--- config.mk ---
export PLATFORM = sky130hd
export DESIGN_NAME = layer_sequencer_flat
export DESIGN_NICKNAME = d
export VERILOG_FILES = /design/src/rtl/layer_sequencer_if.sv /design/src/rtl/layer_sequencer.sv /design/src/flat_wrapper.sv
export SDC_FILE = /design/constraint.sdc
export NUM_CORES = 1
export LEC_CHECK = 0
export ABC_CLOCK_PERIOD_IN_PS = 3400
export CAP_MARGIN = 20
export CORE_UTILIZATION = 50
export CTS_CLUSTER_DIAMETER = 80
export DETAILED_ROUTE_END_ITERATION = 10
export DONT_BUFFER_PORTS = 1
export GPL_TIMING_DRIVEN = 0
export PLACE_DENSITY_LB_ADDON = 0.3
export REMOVE_ABC_BUFFERS = 1
export SKIP_LAST_GASP = 1
export SLEW_MARGIN = 20
export SYNTH_ARGS = -nofsm -noshare
export SYNTH_HDL_FRONTEND = slang
export SYNTH_SLANG_ARGS = --single-unit
--- constraint.sdc ---
create_clock -name clk_i -period 3.4 [get_ports clk_i]
set_input_delay 0.34 -clock clk_i [delete_from_list [all_inputs] [get_ports clk_i]]
set_output_delay 0.34 -clock clk_i [all_outputs]
set_load 0.005 [all_outputs]
--- src/rtl/layer_sequencer_if.sv ---
// Handshake bundle between the layer sequencer and its CNN stage chain.
// Combinational wiring only, so it adds no latency.
// Stages hold their complete level until seen; the sequencer never stalls them.
interface layer_sequencer_if #(
  parameter int NUM_LAYERS = 8
);
  logic                  start;
  logic                  abort;
  logic [NUM_LAYERS-1:0] layer_complete;
  logic [NUM_LAYERS-1:0] layer_begin;
  logic [3:0]            cur_layer;
  logic                  busy;
  logic                  done;
  logic                  error;

  // Controller side: issues run requests, reports stage completions.
  modport master (
    output start, abort, layer_complete,
    input  layer_begin, cur_layer, busy, done, error
  );

  // Sequencer side.
  modport slave (
    input  start, abort, layer_complete,
    output layer_begin, cur_layer, busy, done, error
  );
endinterface

--- src/rtl/layer_sequencer.sv ---
// In-order scheduler that raises each CNN stage's begin level and watches its complete level.
// Latency: begin rises 1 cycle after an accepted start; begin drops 1 cycle after complete.
// No backpressure: complete is a level, latched into done_mask; start is ignored while busy.
module layer_sequencer #(
  parameter int              NUM_LAYERS = 8,
  parameter int              OVERLAP    = 1,
  parameter int              TO_W       = 20,
  parameter logic [TO_W-1:0] TIMEOUT    = 20'hFFFFF
) (
  input  logic                clk_i,
  input  logic                rst_i,
  layer_sequencer_if.slave    seq_io
);

  typedef enum logic [1:0] {
    S_IDLE = 2'd0,
    S_RUN  = 2'd1,
    S_FIN  = 2'd2,
    S_ERR  = 2'd3
  } state_t;

  state_t                state_q, state_d;
  logic [3:0]            head_q, head_d;
  logic [NUM_LAYERS-1:0] mask_q, mask_d;
  logic [NUM_LAYERS-1:0] begin_q, begin_d;
  logic [TO_W-1:0]       wd_q, wd_d;
  logic                  error_q, error_d;

  // Scratch values used while evaluating a RUN cycle.
  logic [3:0]            new_head;
  logic                  scan_stop;
  logic [TO_W-1:0]       wd_inc;

  // Stages that may run right now: the head, plus head+1 when overlapping,
  // never past the last stage.
  function automatic logic [NUM_LAYERS-1:0] armed_set(input logic [3:0] h);
    logic [NUM_LAYERS-1:0] a;
    a = '0;
    for (int k = 0; k < NUM_LAYERS; k++) begin
      if (k == int'(h) || (OVERLAP != 0 && k == int'(h) + 1)) begin
        a[k] = 1'b1;
      end
    end
    return a;
  endfunction

  // State register; reset wins over every other input.
  always_ff @(posedge clk_i) begin
    if (rst_i) begin
      state_q <= S_IDLE;
      head_q  <= '0;
      mask_q  <= '0;
      begin_q <= '0;
      wd_q    <= '0;
      error_q <= 1'b0;
    end else begin
      state_q <= state_d;
      head_q  <= head_d;
      mask_q  <= mask_d;
      begin_q <= begin_d;
      wd_q    <= wd_d;
      error_q <= error_d;
    end
  end

  // Next-state: latch completions, advance head over done stages, run the watchdog.
  always_comb begin
    state_d   = state_q;
    head_d    = head_q;
    mask_d    = mask_q;
    begin_d   = begin_q;
    wd_d      = wd_q;
    error_d   = error_q;
    new_head  = head_q;
    scan_stop = 1'b0;
    wd_inc    = wd_q + 1'b1;

    case (state_q)
      S_IDLE: begin
        begin_d = '0;
        // abort in the same cycle cancels the request.
        if (seq_io.start && !seq_io.abort) begin
          state_d = S_RUN;
          head_d  = '0;
          mask_d  = '0;
          wd_d    = '0;
          error_d = 1'b0;
          begin_d = armed_set(4'd0);
        end
      end

      S_RUN: begin
        if (seq_io.abort) begin
          state_d = S_IDLE;
          begin_d = '0;
        end else begin
          // Only armed stages can complete; early completes of head+1 are kept.
          mask_d = mask_q | (seq_io.layer_complete & armed_set(head_q));

          // Skip every consecutive done stage from the head; head stops at the
          // last stage so cur_layer stays a valid index after the final completion.
          for (int i = 0; i < NUM_LAYERS; i++) begin
            if (i >= int'(head_q) && !scan_stop) begin
              if (mask_d[i] && i < NUM_LAYERS - 1) begin
                new_head = 4'(i + 1);
              end else begin
                scan_stop = 1'b1;
              end
            end
          end

          if (&mask_d) begin
            state_d = S_FIN;
            head_d  = new_head;
            wd_d    = '0;
            begin_d = '0;
          end else if (new_head != head_q) begin
            // Progress beats a simultaneous watchdog expiry.
            head_d  = new_head;
            wd_d    = '0;
            begin_d = armed_set(new_head) & ~mask_d;
          end else if (wd_inc >= TIMEOUT) begin
            state_d = S_ERR;
            wd_d    = wd_inc;
            begin_d = '0;
            error_d = 1'b1;
          end else begin
            wd_d    = wd_inc;
            begin_d = armed_set(head_q) & ~mask_d;
          end
        end
      end

      S_FIN: begin
        state_d = S_IDLE;
        begin_d = '0;
      end

      S_ERR: begin
        state_d = S_IDLE;
        begin_d = '0;
      end

      default: begin
        state_d = S_IDLE;
        begin_d = '0;
      end
    endcase
  end

  assign seq_io.layer_begin = begin_q;
  assign seq_io.cur_layer   = head_q;
  assign seq_io.busy        = (state_q == S_RUN);
  assign seq_io.done        = (state_q == S_FIN);
  assign seq_io.error       = error_q;

endmodule

--- src/flat_wrapper.sv ---
// flat-port wrapper written by rule: the top's interface ports become plain ports
module layer_sequencer_flat 
#(
  parameter int              NUM_LAYERS = 8,
  parameter int              OVERLAP    = 1,
  parameter int              TO_W       = 20,
  parameter logic [TO_W-1:0] TIMEOUT    = 20'hFFFFF
)
  (clk_i, rst_i, seq_io_start, seq_io_abort, seq_io_layer_complete, seq_io_layer_begin, seq_io_cur_layer, seq_io_busy, seq_io_done, seq_io_error);
  layer_sequencer_if #(.NUM_LAYERS(NUM_LAYERS)) seq_io_i ();
  input  logic clk_i;
  input  logic rst_i;
  input wire logic [$bits(seq_io_i.start)-1:0] seq_io_start;
  input wire logic [$bits(seq_io_i.abort)-1:0] seq_io_abort;
  input wire logic [$bits(seq_io_i.layer_complete)-1:0] seq_io_layer_complete;
  output wire logic [$bits(seq_io_i.layer_begin)-1:0] seq_io_layer_begin;
  output wire logic [$bits(seq_io_i.cur_layer)-1:0] seq_io_cur_layer;
  output wire logic [$bits(seq_io_i.busy)-1:0] seq_io_busy;
  output wire logic [$bits(seq_io_i.done)-1:0] seq_io_done;
  output wire logic [$bits(seq_io_i.error)-1:0] seq_io_error;
  assign seq_io_i.start = seq_io_start;
  assign seq_io_i.abort = seq_io_abort;
  assign seq_io_i.layer_complete = seq_io_layer_complete;
  assign seq_io_layer_begin = seq_io_i.layer_begin;
  assign seq_io_cur_layer = seq_io_i.cur_layer;
  assign seq_io_busy = seq_io_i.busy;
  assign seq_io_done = seq_io_i.done;
  assign seq_io_error = seq_io_i.error;
  layer_sequencer #(.NUM_LAYERS(NUM_LAYERS), .OVERLAP(OVERLAP), .TO_W(TO_W), .TIMEOUT(TIMEOUT)) u_core (.clk_i(clk_i), .rst_i(rst_i), .seq_io(seq_io_i));
endmodule
Word-level counts from Yosys, hierarchy flattened
Index checks and enable logic that the tools add are counted.
W data, S select, Z words.

word-level totals
  memories kept = 0
  memory bits (read-only) = 0
  word-level logic and storage cells = 281
  bits in writable memories = 0
  flip-flop bits (word level) = 43
  bits in latches = 0
  output and inout bits = 15
  input bits = 12

cells by class
  $mul = 0
  multiplexer cells = 177
  order comparisons = 8
  bitwise logic cells = 5
  add/subtract/negate cells = 3
  shift operators = 0
  equality and inequality tests = 40
  divide/modulo/power cells = 0
  reduce and logical (&&, ||, !) cells = 42

operators by type and width
  kind                     number
  $eq A4 B32 Y1 const A    8
  $mux W1                  133
  $eq A3 B32 Y1 const A    4
  $mux W4                  22
  $mux W20                 4
  $eq A2 B32 Y1 const A    2
  $logic_not A32 Y1        2
  $mux W8                  6
  $pmux W20 S2             1
  $eq A4 B4 Y1 const A     8
  $and A8 B8 Y8            3
  $pmux W8 S3              1
  $add A20 B1 Y20 const B  1
  $ge A20 B20 Y1 const B   1
  $eq A3 B4 Y1 const A     4
  $logic_or A1 B1 Y1       16
  $pmux W8 S2              1
  $ge A3 B4 Y1 const A     3
  $mux W2                  6
  $add A4 B1 Y5 const B    2
  $eq A2 B4 Y1 const A     2
  $ge A1 B4 Y1 const A     2
  $ge A2 B4 Y1 const A     2
  $logic_not A4 Y1         2
  other kinds (22)         39

Depth between registers and ports, before layout
Gate-level depths: netlist of the first run.

  word-level depth = 55
  gate-level depth with buffers = 11
  depth with buffers taken out = 9

Least setup slack after synthesis of the first run
Ideal clock, no wire load.

  path kind = register to register
  from = reg u_core.head_q[1] (netlist: u_core.seq_io.cur_layer[1])
  to = reg u_core.wd_q[10]
  setup time = 124 ps
  path buffers = 2
  setup slack = 881 ps
  required time = 3276 ps
  arrival time = 2395 ps
  cell stages (with the launch flop) = 11
  path through = dfxtp_1 -> buf_2 -> nor4bb_1 -> o22ai_1 -> or4_1 -> or4_4 -> o2111ai_2 -> o21ai_4 -> buf_6 -> a31oi_2 -> o22ai_1

between the ends
  word-level cells in the longest chain between the ends = 47
  elaborated cells between the ends (all ways) = 118
  those cells by class = add/sub: 1; order compare: 7; eq/ne: 15; mux: 70; bitwise: 2; reduce/logical: 23

RTL lines
  what                    RTL line                source
  from (decl)             layer_sequencer.sv:23   logic [3:0] head_q, head_d;
  from (signal assigned)  layer_sequencer.sv:51   head_q <= '0;
  from (signal assigned)  layer_sequencer.sv:58   head_q <= head_d;
  $add A4 B1 Y5           layer_sequencer.sv:40   if (k == int'(h) || (OVERLAP != 0 && k == int'(h) + 1)) begin
  $logic_not A32 Y1       layer_sequencer.sv:40
  $logic_or A1 B1 Y1      layer_sequencer.sv:40
  $mux W1                 layer_sequencer.sv:40
  $mux W1                 layer_sequencer.sv:93   if (seq_io.abort) begin
  $mux W1                 layer_sequencer.sv:78   case (state_q)
  $and A8 B8 Y8           layer_sequencer.sv:98   mask_d = mask_q | (seq_io.layer_complete & armed_set(head_q));
  $or A8 B8 Y8            layer_sequencer.sv:98
  [... 31 more ...]       --
  $mux W4                 layer_sequencer.sv:103  if (i >= int'(head_q) && !scan_stop) begin
  $mux W4                 layer_sequencer.sv:93
  $mux W4                 layer_sequencer.sv:78
  $ne A4 B4 Y1            layer_sequencer.sv:117  end else if (new_head != head_q) begin
  $mux W20                layer_sequencer.sv:117
  $mux W20 *              layer_sequencer.sv:112  if (&mask_d) begin
  $mux W20 *              layer_sequencer.sv:93
  $pmux W20 S2 *          layer_sequencer.sv:78
  to (signal assigned)    layer_sequencer.sv:61   wd_q <= wd_d;
  to (decl)               layer_sequencer.sv:26   logic [TO_W-1:0] wd_q, wd_d;

Mark *: on every way between the ends. The rest lies on a longest branch, timed or not. The select of a mux whose other input is x is not followed.
A chain may end at the register's enable or synchronous reset.

Worst setup path after layout of the first run
  from = reg u_core.wd_q[0]
  to = reg u_core.begin_q[1] (netlist: u_core.seq_io.layer_begin[1])

between the ends
  word-level cells in the longest chain between the ends = 7

RTL lines
  what                  RTL line                source
  $add A20 B1 Y20       layer_sequencer.sv:76   wd_inc = wd_q + 1'b1;
  $ge A20 B20 Y1        layer_sequencer.sv:122  end else if (wd_inc >= TIMEOUT) begin
  $mux W8               layer_sequencer.sv:122
  $mux W8               layer_sequencer.sv:117
  $mux W8               layer_sequencer.sv:112
  $mux W8               layer_sequencer.sv:93
  $pmux W8 S3           layer_sequencer.sv:78
  to (signal assigned)  layer_sequencer.sv:60   begin_q <= begin_d;
  to (decl)             layer_sequencer.sv:25   logic [NUM_LAYERS-1:0] begin_q, begin_d;

Every way passes these cells.

==> qor.yml, run 1 <==
multiInputGateArea_mm2: 0.00159
critPathCaptureType: "register"
dp_hpwl_mm: 4.41
reg2reg_to: "u_core.seq_io.layer_begin[1]"
crit_fanout: 9
hold_start: "rst_i"
p_clk_share_pct: 40.4
synth_area_leaders: "dfxtp_1, a31oi_1, nand2_1, nor2_1, nor3_1"
synth_edf_count: 0
htreeDepth: 2
worstSetupStartpoint: "u_core.wd_q[0]"
r2r_cells: 8
die_width_um: 73.8
p_leak_uw: 0.000862
netlist_instances: 328
r2r-start: "u_core.wd_q[0]"
antenna_cells: 0
nFillCells: 452
post_drt_wl_per_cell_um: 16.5
crit_type: "reg2reg"
ys_types: 62
synth_top_area_share_pct: 33.4
start_util_pct: 53.1
cts.sinks: 43
synth_warnings: 0
min_period_over_period_pct: 94.2
min_path_cells: 1
period_minus_slack_ps: 3200
ir_drop_mv: 0.267
drc_errors: 0
power-per-cell-area_mw_per_mm2: 370
startpoint_type: "register"
max_freq_mhz: 312
internal_power_uw: 753
whs_ps: 94.7
drt_iter0_drc: 274
outcome: "completed"
synth_top_area_cell: "dfxtp_1"
cts.hold.buffers_added: 0
routed-via-count: 2432
p_sw_share_pct: 24.7
io-pin-count: 27
tightest_slew_ps: 825
place_congestion: 0.912
register_area_um2: 862
die_h_um: 73.8
cts_tree: "yes"
synthesis.area_mm2: 0.00258
avgSynthCellArea_um2: 7.85
die_area_mm2: 0.00544
ys.flop_type: "dfxtp_1"
grt_max_degree: 28
p_total_uw: 1000
grt_pass1_vias: 2056
grt_use_total_pct: 24.4
core_area_mm2: 0.00485
syn_to_final_growth_pct: 4.76
crit_required_ps: 3570
routed_wl_mm: 6.39
pwr-share-seq_pct: 51.3
rsz0062_at_grt: "false"
worst_hold_path.endpoint: "u_core.state_q[0]"
cts_root_buf: "clkbuf_8"
final_nets: 334
relSlewSlack_pct: 44.6
synth_seq_area_share_pct: 33.4
slew_viol_final: 0
reg2reg_setup_slack_ps: 200
cap_violations: 0
io_buffers: 0
firstDrtPassIters: 5
hold_violations: 0
ys_seq_elements: 43
switchingPower_uw: 246
grt_pass1_wl_mm: 10.1
cts-buffers-inserted: 5
clk_path_buf_depth: 2
skew_ps: 7.71
drive_gt1_share_pct: 9.35
share_comb_of_total_power_pct: 8.3
hp-class: "in2reg"
avgViaCountPerCell: 6.27
antenna_found_initial: 0
crit_arrival_ps: 3380
grt_overflow_total: 0
clk_latency_ps: 300
std_cell_rows: 25
path_clk_slew_ps: 90
ant_nets: 0
setup_viol: 0
synthArstFlopShare_pct: 0
==> through the flow <==
step | area (µm²) | utilization (%) | setup WS, ps | cells | setup TNS [ps]
6_report | 2700 | 55.7 | 198 | 388 | 0
5_1_grt | 2700 | 55.7 | 3.59 | 388 | 0
4_1_cts | 2690 | 55.5 | 109 | 387 | 0
3_5_place_dp | 2580 | 53.1 | 150 | 379 | 0
3_3_place_gp | 2560 | 52.7 | -233 | 377 | -2010
2_1_floorplan | 2470 | - | 656 | 310 | 0
==> Yosys cell counts (5+ instances only) <==
| cell | instances |
|---|---|
| dfxtp_1 | 43 |
| nand2_1 | 35 |
| nor2_1 | 31 |
| a31oi_1 | 27 |
| nor3_1 | 19 |
| nand3_1 | 18 |
| a21oi_1 | 15 |
| inv_1 | 9 |
| nand4_1 | 8 |
| clkbuf_1 | 7 |
| o21ai_0 | 7 |
| o22ai_1 | 7 |
| xnor2_1 | 7 |
| nor2b_1 | 6 |
| buf_2 | 5 |
| nand2b_1 | 5 |
| nor4_1 | 5 |
==> worst max path at each step <==
| stage | endpoint | slack (ps) |
|---|---|---|
| floorplan | u_core.seq_io.cur_layer[1] | 660 |
| global placement | u_core.wd_q[8] | -230 |
| detailed placement | u_core.wd_q[8] | 150 |
| CTS | u_core.wd_q[19] | 110 |
| global route | u_core.seq_io.layer_begin[4] | 4 |
| finish | u_core.seq_io.layer_begin[1] | 200 |
==> critical path, stage by stage (launching register included) <==
cell	delay, ps
dfxtp_1	430
ha_1	290
nand3_1	170
nor3_1	710
nand3_1	200
a2111oi_0	450
nand4_1	190
and4bb_1	520
o31ai_1	110
==> repair_timing <==
| action | in CTS | in global routing |
|---|---|---|
| endpoints found under the setup margin | 0 | 7 |
| gates resized for setup | 0 | 1 |
| setup buffers | 0 | 0 |
==> metal layers <==
layer	routed length (µm)	track usage, %	vias up	part of all wire, %
li1	-	-	1202	-
met1	3010	33.7	1134	47
met2	2840	37.4	92	44
met3	462	6.04	4	7.2
met4	74	7.48	0	1.2
met5	0	0	-	0
==> area by class of cell <==
class | instances | share of cell area, %
Clock buffer | 5 | 2.55
Clock inverter | 3 | 1.62
Inverter | 9 | 1.25
Multi-Input combinational cell | 259 | 59.0
Sequential cell | 43 | 31.9
Tap cell | 67 | 3.11
Timing Repair Buffer | 2 | 0.556
==> logic make-up (layout without fill, tap and decap cells) <==
group | after synthesis | in the layout | synth area share, %
flip-flops | 43 | 43 | 33.4
adder cells (fa/ha/maj) | 3 | 3 | 1.36
multiplexers | 2 | 2 | 0.777
buffers and inverters | 27 | 19 | 5.34
AO/OA/AOI/OAI | 88 | 89 | 23.8
AND/OR/NAND/NOR | 154 | 154 | 31.6
XOR/XNOR | 11 | 11 | 3.74
==> power groups by stage <==
| stage | sequential (µW) | combinational [µW] | clock [µW] |
|---|---|---|---|
| global placement | 524 | 76.2 | 0 |
| CTS | 513 | 78.7 | 415 |
| floorplan | 523 | 60.3 | 0 |
| global route | 514 | 90.5 | 429 |
| finish | 513 | 82.7 | 404 |
| detailed placement | 525 | 78.2 | 0 |
==> state kept, by name, summed over array words and instances (netlist names) <==
signal / flops
u_core.seq_io.error: 1
u_core.state_q: 2
u_core.mask_q: 8
u_core.wd_q: 20
u_core.seq_io.cur_layer: 4
u_core.seq_io.layer_begin: 8
==> layout by cell type, fill, tap and decap left out, types with 2 or more instances in the layout <==
cell and count:
xor2_1 4, and4_1 2, o21ai_4 2, nor2_1 31, nor4_2 2, o31ai_1 3, buf_4 2, inv_1 9
a31oi_1 27, a21oi_1 15, a22oi_1 2, and3_1 3, a211oi_1 4, o21a_1 3, nor2b_1 6, nand2b_1 5
dfxtp_1 42, a21o_1 4, o21ai_0 7, nand4_1 8, nand2_1 35, clkbuf_8 5, ha_1 2, o22ai_1 7
xnor2_1 7, o211ai_1 2, mux2i_1 2, nor4_1 5, nor3_1 18, and2_1 4, nand3_1 18
Note: power is estimated with default switching activity, not from simulation.
==> run 2: changes to the inputs <==
- CAP_MARGIN: 20 -> 40
- RECOVER_POWER: unset -> 50
==> run 2 against run 1 <==
Register-to-register slack better by 20 ps. Final cell count unchanged. Sequential power about the same. Via count down 0.16%. Worst hold slack worse by 1.8 ps. Wire length down 0.39%. Clock power about the same. Core utilization about the same. Non-clock buffer count unchanged. First-iteration DRC count down 7.3%. Count of clock-buffer cells in the layout unchanged.
==> qor.yml, run 2 (same netlist as run 1, synthesis figures left out) <==
layout_commonest_cell: "dfxtp_1"  # unchanged
power-per-cell-area_mw_per_mm2: 370  # about the same
hold_violations: 0  # unchanged
register_area_um2: 861  # was 862 µm²
die_width_um: 73.8  # unchanged
min_path_cells: 1  # unchanged
r2r-start: "u_core.wd_q[0]"  # unchanged
grt_use_total_pct: 24.4  # unchanged
max_freq_mhz: 314  # was 312 MHz
outcome: "completed"  # unchanged
start_util_pct: 53.1  # unchanged
critPathTopFamily: "simple AND/OR/NAND/NOR gates"  # unchanged
cap_violations: 0  # unchanged
grt_overflow_total: 0  # unchanged
reg2reg_to: "u_core.seq_io.layer_begin[1]"  # unchanged
min_period_over_period_pct: 93.5  # was 94.2%
post_drt_wl_per_cell_um: 16.4  # was 16.5 µm
stdcell_count: 388  # unchanged
antenna_cells: 0  # unchanged
io-pin-count: 27  # unchanged
drc_errors: 0  # unchanged
path_cells: "ha_1, nand3_1, nor3_1, nand3_1, a2111oi_0, nand4_1, and4bb_1, o31ai_1"  # unchanged
relSlewSlack_pct: 44.7  # was 44.6%
avgViaCountPerCell: 6.26  # was 6.27
cts_tree: "yes"  # unchanged
firstDrtPassIters: 5  # unchanged
multiInputGateArea_mm2: 0.00159  # unchanged
antenna_found_initial: 0  # unchanged
slew_viol_final: 0  # unchanged
clk_path_buf_depth: 2  # unchanged
hold_start: "rst_i"  # unchanged
largest_register_ffs: 20  # unchanged
clk_latency_ps: 300  # about the same
dp.cells: 379  # unchanged
ant_nets: 0  # unchanged
final_util_pct: 55.6  # was 55.7%
grt_pass1_vias: 2056  # unchanged
crit_fanout: 9  # unchanged
critPathCaptureType: "register"  # unchanged
grt_pass1_wl_mm: 10.1  # unchanged
final_nets: 334  # unchanged
dp_hpwl_mm: 4.41  # unchanged
top_register: "u_core.wd_q"  # unchanged
setup_viol: 0  # unchanged
layout_common_cells: "dfxtp_1, nand2_1, nor2_1"  # unchanged
core_area_mm2: 0.00485  # unchanged
crit_type: "reg2reg"  # unchanged
startpoint_type: "register"  # unchanged
routed-via-count: 2428  # was 2432
cts-buffers-inserted: 5  # unchanged
p_leak_uw: 0.000860  # was 0.000862 µW
tightest_slew_ps: 824  # was 825 ps
p_sw_share_pct: 24.6  # was 24.7%
grt_max_degree: 28  # unchanged
cpMostUsedCell: "nand3_1"  # unchanged
routed_wl_mm: 6.36  # was 6.39 mm
drive_gt1_share_pct: 9.03  # was 9.35%
skew_ps: 8.02  # was 7.71 ps
worst_hold_path.endpoint: "u_core.state_q[0]"  # unchanged
slowest_stage: "nor3_1"  # unchanged
crit_required_ps: 3580  # was 3570 ps
ir_drop_mv: 0.267  # about the same
path_buf_inv: 0  # unchanged
drt_iter0_drc: 254  # was 274
r2r_cells: 8  # unchanged
fin_setup_tns_ps: 0  # unchanged
reg2reg_setup_slack_ps: 220  # was 200 ps
period_minus_slack_ps: 3180  # was 3200 ps
cts.sinks: 43  # unchanged
nFillCells: 453  # was 452
syn_to_final_growth_pct: 4.71  # was 4.76%
p_total_uw: 999  # was 1000 µW
switchingPower_uw: 246  # about the same
crit_arrival_ps: 3360  # was 3380 ps
place_congestion: 0.912  # unchanged
path_clk_slew_ps: 80  # was 90 ps
cts_root_buf: "clkbuf_8"  # unchanged
io_buffers: 0  # unchanged
cts.hold.buffers_added: 0  # unchanged
share_comb_of_total_power_pct: 8.3  # about the same
die_area_mm2: 0.00544  # unchanged
die_h_um: 73.8  # unchanged
std_cell_rows: 25  # unchanged
hp-class: "in2reg"  # unchanged
internal_power_uw: 753  # about the same
cpPeakStageDelay_ps: 710  # about the same
rsz0062_at_grt: "false"  # unchanged
htreeDepth: 2  # unchanged
p_clk_share_pct: 40.4  # about the same
pwr-share-seq_pct: 51.3  # about the same
run 2: repair_timing:
| item | in CTS | in global routing |
|---|---|---|
| gates resized for setup | 0 | 1 |
| endpoints found under the hold margin | 0 | 0 |
| buffers inserted | 0 | 0 |
| endpoints found under the setup margin | 0 | 7 |
run 2: final cells by class:
type | count | area share [%]
flip-flops and latches | 43 | 31.9
clock buffers | 5 | 2.55
inverters | 9 | 1.25
repair buffers | 2 | 0.557
clock inverters | 3 | 1.62
multi-input cells | 259 | 59.0
well taps | 67 | 3.11
run 2: how the worst max path moves through the flow:
stage / startpoint / endpoint / slack (ps) / cells after the start
finish: u_core.wd_q[0] / u_core.seq_io.layer_begin[1] / 220 / 8
global route: u_core.wd_q[0] / u_core.seq_io.layer_begin[4] / 4 / 8
CTS: u_core.seq_io.cur_layer[1] / u_core.wd_q[19] / 110 / 8
detailed placement: u_core.seq_io.cur_layer[1] / u_core.wd_q[8] / 150 / 8
global placement: u_core.state_q[1] / u_core.wd_q[8] / -230 / 4
floorplan: u_core.seq_io.cur_layer[1] / u_core.seq_io.cur_layer[1] / 660 / 8
run 2: power by group through the flow:
stage               Clock (µW)  Sequential, µW  Combinational, µW
detailed placement           0             525               78.2
floorplan                    0             523               60.3
finish                     404             513               82.8
CTS                        415             513               78.7
global route               429             514               90.6
global placement             0             524               76.2
run 2: per-stage QoR:
| stage | setup slack (ps) | cell area [µm²] | hold WS, ps |
|---|---|---|---|
| floorplan | 656 | 2470 | 409 |
| global placement | -233 | 2560 | 412 |
| detailed placement | 150 | 2580 | 417 |
| CTS | 109 | 2690 | 90.8 |
| global route | 3.59 | 2700 | 78.7 |
| finish | 220 | 2700 | 92.9 |
run 2: worst register-to-register path: stages, from the launching register on:
cell,delay [ps]
dfxtp_1,430
ha_1,280
nand3_1,160
nor3_1,710
nand3_1,200
a2111oi_0,450
nand4_1,190
and4bb_1,520
o31ai_1,110
run 2: routing by layer:
metal  global-route usage, %  vias to the layer above  wire (µm)
met5                       0                        -          0
met4                    7.48                        0         82
met3                    6.04                        7        458
met2                    37.4                       85       2820
met1                    33.7                     1132       3000
li1                        -                     1204          -
